===== config.mk =====
export PLATFORM = sky130hd
export DESIGN_NAME = hps_reset_sequencer
export DESIGN_NICKNAME = d
export VERILOG_FILES = /design/src/rtl/hps_reset_sequencer.sv
export SDC_FILE = /design/constraint.sdc
export NUM_CORES = 1
export LEC_CHECK = 0
export ABC_CLOCK_PERIOD_IN_PS = 2600
export BUFFER_PORTS_ARGS = -buffer_cell sky130_fd_sc_hd__buf_2
export CORE_MARGIN = 2
export CORE_UTILIZATION = 50
export CTS_CLUSTER_SIZE = 16
export DETAILED_ROUTE_END_ITERATION = 10
export PLACE_DENSITY = 0.74
export SYNTH_ARGS = -nofsm -noshare
export SYNTH_HDL_FRONTEND = slang
export SYNTH_SLANG_ARGS = --single-unit

===== constraint.sdc =====
create_clock -name clk_clk -period 2.6 [get_ports clk_clk]
set_clock_uncertainty 0.1 [all_clocks]
set_input_delay 0.13 -clock clk_clk [delete_from_list [all_inputs] [get_ports clk_clk]]
set_output_delay 0.13 -clock clk_clk [all_outputs]
set_load 0.05 [all_outputs]

===== src/rtl/hps_reset_sequencer.sv =====
// HPS reset-request sequencer: serves cold/warm/debug requests one at a time.
// Optional STM event vector enabled by defining HPS_RST_SEQ_STM_EN.
module hps_reset_sequencer #(
  parameter int unsigned PULSE_CYCLES   = 256,
  parameter int unsigned TIMEOUT_CYCLES = 65535,
  parameter int unsigned HOLDOFF_CYCLES = 1024
) (
  input  logic        clk_clk,
  input  logic        reset_reset_n,
  input  logic        cold_req,
  input  logic        warm_req,
  input  logic        debug_req,
  input  logic        h2f_reset_n,
  input  logic        clr_err,
  output logic        hps_0_f2h_cold_reset_req_reset_n,
  output logic        hps_0_f2h_warm_reset_req_reset_n,
  output logic        hps_0_f2h_debug_reset_req_reset_n,
  output logic        busy,
  output logic [1:0]  last_type,
  output logic        err_timeout,
  output logic [7:0]  reset_count,
  output logic [27:0] hps_0_f2h_stm_hw_events_stm_hwevents
);

  typedef enum logic [2:0] {
    S_IDLE,
    S_ASSERT,
    S_WAIT_LOW,
    S_WAIT_HIGH,
    S_HOLDOFF
  } state_t;

  localparam logic [15:0] PULSE_LD = 16'(PULSE_CYCLES - 1);
  localparam logic [15:0] TO_LD    = 16'(TIMEOUT_CYCLES - 1);
  localparam logic [15:0] HOLD_LD  = 16'(HOLDOFF_CYCLES - 1);

  localparam logic [1:0] T_NONE  = 2'b00;
  localparam logic [1:0] T_DEBUG = 2'b01;
  localparam logic [1:0] T_WARM  = 2'b10;
  localparam logic [1:0] T_COLD  = 2'b11;

  state_t      state_q, state_d;
  logic [15:0] cnt_q, cnt_d;
  logic        sync1_q, sync2_q;
  logic [2:0]  req_prev_q;
  logic [2:0]  pend_q, pend_d;
  logic [2:0]  f2h_n_q, f2h_n_d;
  logic [1:0]  last_type_q, last_type_d;
  logic        err_q, err_d;
  logic [7:0]  rst_cnt_q, rst_cnt_d;

  logic [2:0]  req_vec;
  logic [2:0]  req_rise;
  logic [2:0]  pend_clr;
  logic        h2f_s;
  logic        timeout;
  logic        enter_assert;
  logic        fall_seen;
  logic        rise_seen;

  assign req_vec  = {cold_req, warm_req, debug_req};
  assign req_rise = req_vec & ~req_prev_q;
  assign h2f_s    = sync2_q;

  // State register (all flops, synchronous reset)
  always_ff @(posedge clk_clk) begin
    if (!reset_reset_n) begin
      state_q     <= S_IDLE;
      cnt_q       <= '0;
      sync1_q     <= 1'b1;
      sync2_q     <= 1'b1;
      req_prev_q  <= '0;
      pend_q      <= '0;
      f2h_n_q     <= 3'b111;
      last_type_q <= T_NONE;
      err_q       <= 1'b0;
      rst_cnt_q   <= '0;
    end else begin
      state_q     <= state_d;
      cnt_q       <= cnt_d;
      sync1_q     <= h2f_reset_n;
      sync2_q     <= sync1_q;
      req_prev_q  <= req_vec;
      pend_q      <= pend_d;
      f2h_n_q     <= f2h_n_d;
      last_type_q <= last_type_d;
      err_q       <= err_d;
      rst_cnt_q   <= rst_cnt_d;
    end
  end

  // Next-state and datapath
  always_comb begin
    state_d      = state_q;
    cnt_d        = cnt_q;
    f2h_n_d      = f2h_n_q;
    last_type_d  = last_type_q;
    rst_cnt_d    = rst_cnt_q;
    pend_clr     = 3'b000;
    timeout      = 1'b0;
    enter_assert = 1'b0;
    fall_seen    = 1'b0;
    rise_seen    = 1'b0;

    unique case (state_q)
      S_IDLE: begin
        if (|pend_q) begin
          enter_assert = 1'b1;
          state_d      = S_ASSERT;
          cnt_d        = PULSE_LD;
          if (pend_q[2]) begin
            last_type_d = T_COLD;
            f2h_n_d     = 3'b011;
            pend_clr    = 3'b111;
          end else if (pend_q[1]) begin
            last_type_d = T_WARM;
            f2h_n_d     = 3'b101;
            pend_clr    = 3'b011;
          end else begin
            last_type_d = T_DEBUG;
            f2h_n_d     = 3'b110;
            pend_clr    = 3'b001;
          end
        end
      end
      S_ASSERT: begin
        if (cnt_q == '0) begin
          f2h_n_d = 3'b111;
          if (last_type_q == T_DEBUG) begin
            state_d = S_HOLDOFF;
            cnt_d   = HOLD_LD;
          end else begin
            state_d = S_WAIT_LOW;
            cnt_d   = TO_LD;
          end
        end else begin
          cnt_d = cnt_q - 16'd1;
        end
      end
      S_WAIT_LOW: begin
        if (!h2f_s) begin
          fall_seen = 1'b1;
          state_d   = S_WAIT_HIGH;
          cnt_d     = TO_LD;
        end else if (cnt_q == '0) begin
          timeout = 1'b1;
          state_d = S_HOLDOFF;
          cnt_d   = HOLD_LD;
        end else begin
          cnt_d = cnt_q - 16'd1;
        end
      end
      S_WAIT_HIGH: begin
        if (h2f_s) begin
          rise_seen = 1'b1;
          state_d   = S_HOLDOFF;
          cnt_d     = HOLD_LD;
          if (rst_cnt_q != 8'hff) rst_cnt_d = rst_cnt_q + 8'd1;
        end else if (cnt_q == '0) begin
          timeout = 1'b1;
          state_d = S_HOLDOFF;
          cnt_d   = HOLD_LD;
        end else begin
          cnt_d = cnt_q - 16'd1;
        end
      end
      S_HOLDOFF: begin
        if (cnt_q == '0) state_d = S_IDLE;
        else cnt_d = cnt_q - 16'd1;
      end
      default: begin
        state_d = S_IDLE;
        f2h_n_d = 3'b111;
      end
    endcase
  end

  // A new edge in the clearing cycle survives the clear
  always_comb begin
    pend_d = (pend_q & ~pend_clr) | req_rise;
  end

  always_comb begin
    err_d = err_q;
    if (clr_err) err_d = 1'b0;
    if (timeout) err_d = 1'b1;
  end

  // Outputs
  always_comb begin
    busy                              = (state_q != S_IDLE);
    hps_0_f2h_cold_reset_req_reset_n  = f2h_n_q[2];
    hps_0_f2h_warm_reset_req_reset_n  = f2h_n_q[1];
    hps_0_f2h_debug_reset_req_reset_n = f2h_n_q[0];
    last_type                         = last_type_q;
    err_timeout                       = err_q;
    reset_count                       = rst_cnt_q;
  end

`ifdef HPS_RST_SEQ_STM_EN
  logic [5:0] evt_q, evt_d;

  always_comb begin
    evt_d = {last_type_d, timeout, rise_seen, fall_seen, enter_assert};
  end

  always_ff @(posedge clk_clk) begin
    if (!reset_reset_n) evt_q <= '0;
    else evt_q <= evt_d;
  end

  assign hps_0_f2h_stm_hw_events_stm_hwevents = {22'd0, evt_q};
`else
  logic unused_evt;
  assign unused_evt = ^{enter_assert, fall_seen, rise_seen};
  assign hps_0_f2h_stm_hw_events_stm_hwevents = '0;
`endif

endmodule


* Word-level counts from Yosys, hierarchy flattened *
Cells that the tools add are included.

word-level totals
  register bits after elaboration = 41
  bits in latches = 0
  memory bits (writable) = 0
  bits in read-only memories = 0
  input port bits = 7
  output and inout bits = 43
  memories = 0

operators by class
  add/subtract/negate cells = 2
  multiply operators = 0
  div/mod/pow operators = 0
  magnitude comparators = 0
  equal/unequal tests = 10
  shift-type cells = 0
  mux-type cells = 33
  bitwise logic cells = 6
  reductions and logical operators = 12

operators by type and width
  kind                   number
  $mux 16                7
  $pmux 16 s5            1
  $mux 3                 13
  $logic_not 16->1       1
  $sub 16x1->16 const B  1
  $pmux 3 s5             1
  $reduce_and 3->1       4
  $pmux 3 s3             1
  $add 8x1->8 const B    1
  $mux 2                 4
  $ne 2x2->1 const B     4
  $ne 8x8->1 const B     1
  $and 3x3->3            2
  $eq 3x2->1 const B     2
  $not 3->3              2
  $reduce_or 3->1        2
  $mux 1                 5
  $reduce_bool 5->1      1
  $eq 3x1->1 const B     1
  $eq 3x3->1 const B     1
  $logic_not 3->1        1
  $or 3x3->3             1
  $reduce_bool 3->1      1
  $eq 2x1->1 const B     1
  other kinds (4)        4

* Logic depth before layout (Yosys ltp) *
  depth after elaboration = 7
  mapped depth = 9
  mapped depth without buffers = 8

* Least setup slack after synthesis *
Ideal clock, no wire load.

  kind = register to register
  start = register state_q[2]
  end = register cnt_q[14]
  setup time = 0.122 ns
  data arrival time = 2.032 ns
  path slack = 0.346 ns
  cell stages (with the launch flop) = 8
  path buffers = 1
  clock period less this slack = 2.254 ns
  cell sequence = dfxtp_1 > buf_2 > nor3_2 > clkinv_1 > and3_1 > nand3_1 > o21ai_1 > a221o_1

between the ends
  longest elaborated chain between the ends = 3

ends and longest elaborated chain
  element                                                           RTL line  source
  from (decl)                                                       42        state_t state_q, state_d;
  from (signal assigned)                                            79        state_q <= state_d;
  $eq 3x3->1 (tied with other cells)                                105       unique case (state_q)
  $reduce_bool 5->1 (no source line) or $ne 2x2->1 (tied branches)  --
  $reduce_and 3->1 (no source line)                                 --
  to (signal assigned)                                              80        cnt_q <= cnt_d;
  to (decl)                                                         43        logic [15:0] cnt_q, cnt_d;

Parallel ways exist; a longest one is shown, timed or not.
A chain may end at the register's enable or synchronous reset.

* Final worst setup path *
  start = register cnt_q[0]
  end = register cnt_q[3]

between the ends
  longest elaborated chain between the ends = 4

ends and longest elaborated chain
  element                                            RTL line
  $sub 16x1->16 or $logic_not 16->1 (tied branches)  --
  $mux 16                                            145, 159
  $mux 16, on equally long branches                  154, 141
  $pmux 16 s5                                        105

Parallel ways exist; a longest one is shown, timed or not. The select of a mux whose other input is x is not followed.

==> flow_metrics.py <==
metrics = {
    "global_route": {
        "grt_pass1_wl_um": 8410,
        "grt_pass1_vias": 1900,
        "gr-total-overflow": 0,
        "antenna_found_initial": 0,
        "grt_use_total_pct": 19.3,
        "grt_max_degree": 25,
    },
    "power_and_ir_drop": {
        "vdd_drop_max_uv": 344,
        "power_density_nw_per_um2": 634,
        "finalPower_uw": 1650,
        "cellLeakagePower_uw": 0.00116,
    },
    "logic_synthesis": {
        "yosysTopAreaCellShare_pct": 33.8,
        "synth_flop_cell": "dfxtp_1",
        "synth_warnings": 0,
        "yosysMostFrequentCell": "dfxtp_1",
        "synth_cells": 306,
        "synth_edf_count": 0,
        "syn-cell-area_um2": 2430,
        "syn_area_per_cell_um2": 7.94,
        "synth_area_leaders": "dfxtp_1 (34%), buf_4 (8.6%), a21oi_1 (4.7%)",
        "yosys.area.top_type": "dfxtp_1",
        "synthArstFlopShare_pct": 0,
        "yosysUniqueCellTypes": 55,
        "synth.ff_latch_count": 41,
        "ys_seq_area_share_pct": 33.8,
        "synthTopCellsByCount": "dfxtp_1 (41), buf_4 (28), nand2_1 (27), nor2_1 (27), a21oi_1 (23)",
    },
    "cells_and_area": {
        "fin_nets": 343,
        "syn_to_final_growth_pct": 7.31,
        "post-route-util_pct": 55.6,
        "antenna_cells": 0,
        "drive_gt1_share_pct": 15.3,
    },
    "worst_setup_path": {
        "arrival_ns": 2.39,
        "crit_type": "reg2reg",
        "r2r-end": "cnt_q[3]$_SDFFE_PN0P_",
        "endpoint_kind": "flop",
        "worstPathMaxFanout": 12,
        "worst-r2r-setup-slack_ns": 0.35,
        "cp-start-kind": "flop",
        "rr_worst_depth": 9,
        "timing.critical_path.required_ns": 2.74,
        "r2r_start": "cnt_q[0]$_SDFFE_PN0P_",
    },
    "clocking": {
        "clk_path_buf_depth": 2,
        "clock_sinks": 41,
        "h-tree-depth": 2,
        "cts_tree": "built",
        "cts_root_buffer": "clkbuf_8",
        "clk_pin_slew_worst_paths_ns": 0.08,
        "clk_latency_ns": 0.29,
        "cts_made_buffers": 5,
    },
    "die": {
        "coreArea_um2": 4690,
        "num_io_pins": 50,
        "die-area_um2": 5440,
        "num_rows": 25,
        "start_util_pct": 51.8,
        "die_w_um": 73.7,
        "dieHeight_um": 73.7,
    },
    "hold_path": {
        "hp-start": "clr_err",
        "whs_path_depth": 4,
        "hp-class": "in2reg",
        "min_to": "err_timeout$_SDFFE_PN0P_",
    },
    "timing": {
        "max_freq_mhz": 445,
        "fin_ws_ns": 0.352,
        "worst_pin_slew_ns": 0.537,
        "period_share_pct": 86.5,
        "hold_violations": 0,
        "rsz0062_at_grt": "no",
        "final-setup-viol-count": 0,
        "slew_violations": 0,
        "final.setup.tns_ns": 0,
        "maxSlewHeadroom_pct": 63.9,
        "period_minus_slack_ns": 2.25,
    },
    "routing": {
        "drc": 0,
        "first_pass_iters": 5,
        "vias_per_cell": 5.48,
        "wl_per_cell_um": 12.8,
        "drt-initial-drc-count": 206,
        "totalWireLength_um": 4970,
        "drtAntennaViolNets": 0,
        "via_count": 2127,
    },
    "placed_design": {
        "portBuffers": 21,
        "hpwl_um": 3640,
        "gp_congestion": 0.869,
        "dp_slack_ns": 0.390,
    },
    "run": {
        "cap_violations": 0,
    },
    "outcome": {
        "status": "finished, final reports clean",
    },
}
[cells by family (layout without fill, tap and decap cells)]
| kind of cell | Yosys count | after routing | share of synthesized area (%) |
|---|---|---|---|
| XOR/XNOR | 9 | 9 | 3.24 |
| buffers and inverters | 52 | 53 | 13.3 |
| AO/OA/AOI/OAI | 72 | 72 | 19.4 |
| multiplexers | 1 | 1 | 0.412 |
| adder cells (fa/ha/maj) | 3 | 3 | 1.54 |
| flip-flops | 41 | 41 | 33.8 |
| AND/OR/NAND/NOR | 127 | 127 | 28.2 |
| other | 1 | 28 | 0.154 |
[flip-flops by register name (all words and copies together) (netlist names)]
name         count
sync1_q          1
last_type        2
err_timeout      1
pend_q           3
state_q          3
h2f_s            1
reset_count      8
cnt_q           16
req_prev_q       3
f2h_n_q          3
[cells in the final DEF, fill, tap and decap left out, types with 5 or more instances in the layout]
cell type  Yosys  layout
a21oi_1       23      23
a31oi_1        5       5
and2_1        11      11
and3_1         5       5
buf_2          5      21
buf_4         28       8
clkbuf_8       1       5
conb_1         1      28
dfxtp_1       41      41
inv_1         10      10
nand2_1       27      27
nand3_1       10      10
nor2_1        27      27
nor2b_1        5       5
nor3_1        17      17
o21ai_0       16      16
or3_1          5       5
xnor2_1        5       5
[layout make-up]
cell class                 count  area, µm²
clock inverter                 2       10.0
sequential                    41        821
fill                         446       2080
clock buffer                   6       72.6
multi-input combinational    240       1390
inverter                      12       45.0
tap                           54       67.6
timing repair buffer          33        205
[metal layers]
layer / up-vias / routed length (µm) / part of all wire [%] / GRT usage [%]
met4: 0 / 38 / 0.76 / 4.85
met1: 972 / 2250 / 45 / 24.9
met3: 7 / 270 / 5.4 / 4.25
met2: 67 / 2420 / 49 / 32.3
met5: - / 0 / 0 / 0
li1: 1081 / - / - / -
[how the worst max path moves through the flow]
| stage | from | end | slack [ns] | cells past startpoint |
|---|---|---|---|---|
| 5_1_grt | cnt_q[10]$_SDFFE_PN0P_ | cnt_q[2]$_SDFFE_PN0P_ | 0.12 | 7 |
| 3_3_place_gp | cnt_q[0]$_SDFFE_PN0P_ | cnt_q[3]$_SDFFE_PN0P_ | 0.41 | 9 |
| 2_1_floorplan | state_q[2]$_SDFFE_PN0P_ | cnt_q[14]$_SDFFE_PN0P_ | 0.35 | 7 |
| 6_report | cnt_q[0]$_SDFFE_PN0P_ | cnt_q[3]$_SDFFE_PN0P_ | 0.35 | 9 |
| 4_1_cts | cnt_q[0]$_SDFFE_PN0P_ | cnt_q[3]$_SDFFE_PN0P_ | 0.36 | 9 |
| 3_5_place_dp | cnt_q[10]$_SDFFE_PN0P_ | cnt_q[3]$_SDFFE_PN0P_ | 0.39 | 7 |
[repair_timing]
action,in CTS,in global routing
resized for setup,0,0
endpoints found under the setup margin,0,0
hold buffers,4,0
hold endpoints to repair,4,0
buffers inserted,0,0
[critical path, stage by stage (launching register included)]
cell and delay, ns:
dfxtp_1 0.36, inv_1 0.12, ha_1 0.15, nor3b_1 0.28, nand4_2 0.16, buf_4 0.23, a21o_1 0.29, and3_1 0.21
o21ai_0 0.14, o211a_1 0.16
[where the power goes]
group / internal, µW / switching, µW
Combinational: 164 / 352
Sequential: 675 / 60.1
Clock: 186 / 216
Total: 1020 / 629
[through the flow]
stage	instance area, µm²	hold WS [ns]	instances
2_1_floorplan	2530	0.131	333
3_3_place_gp	2490	0.211	376
3_5_place_dp	2490	0.219	376
4_1_cts	2610	0.0339	388
5_1_grt	2610	0.105	388
6_report	2610	0.0336	388
Power figures use the tool's default switching activity.
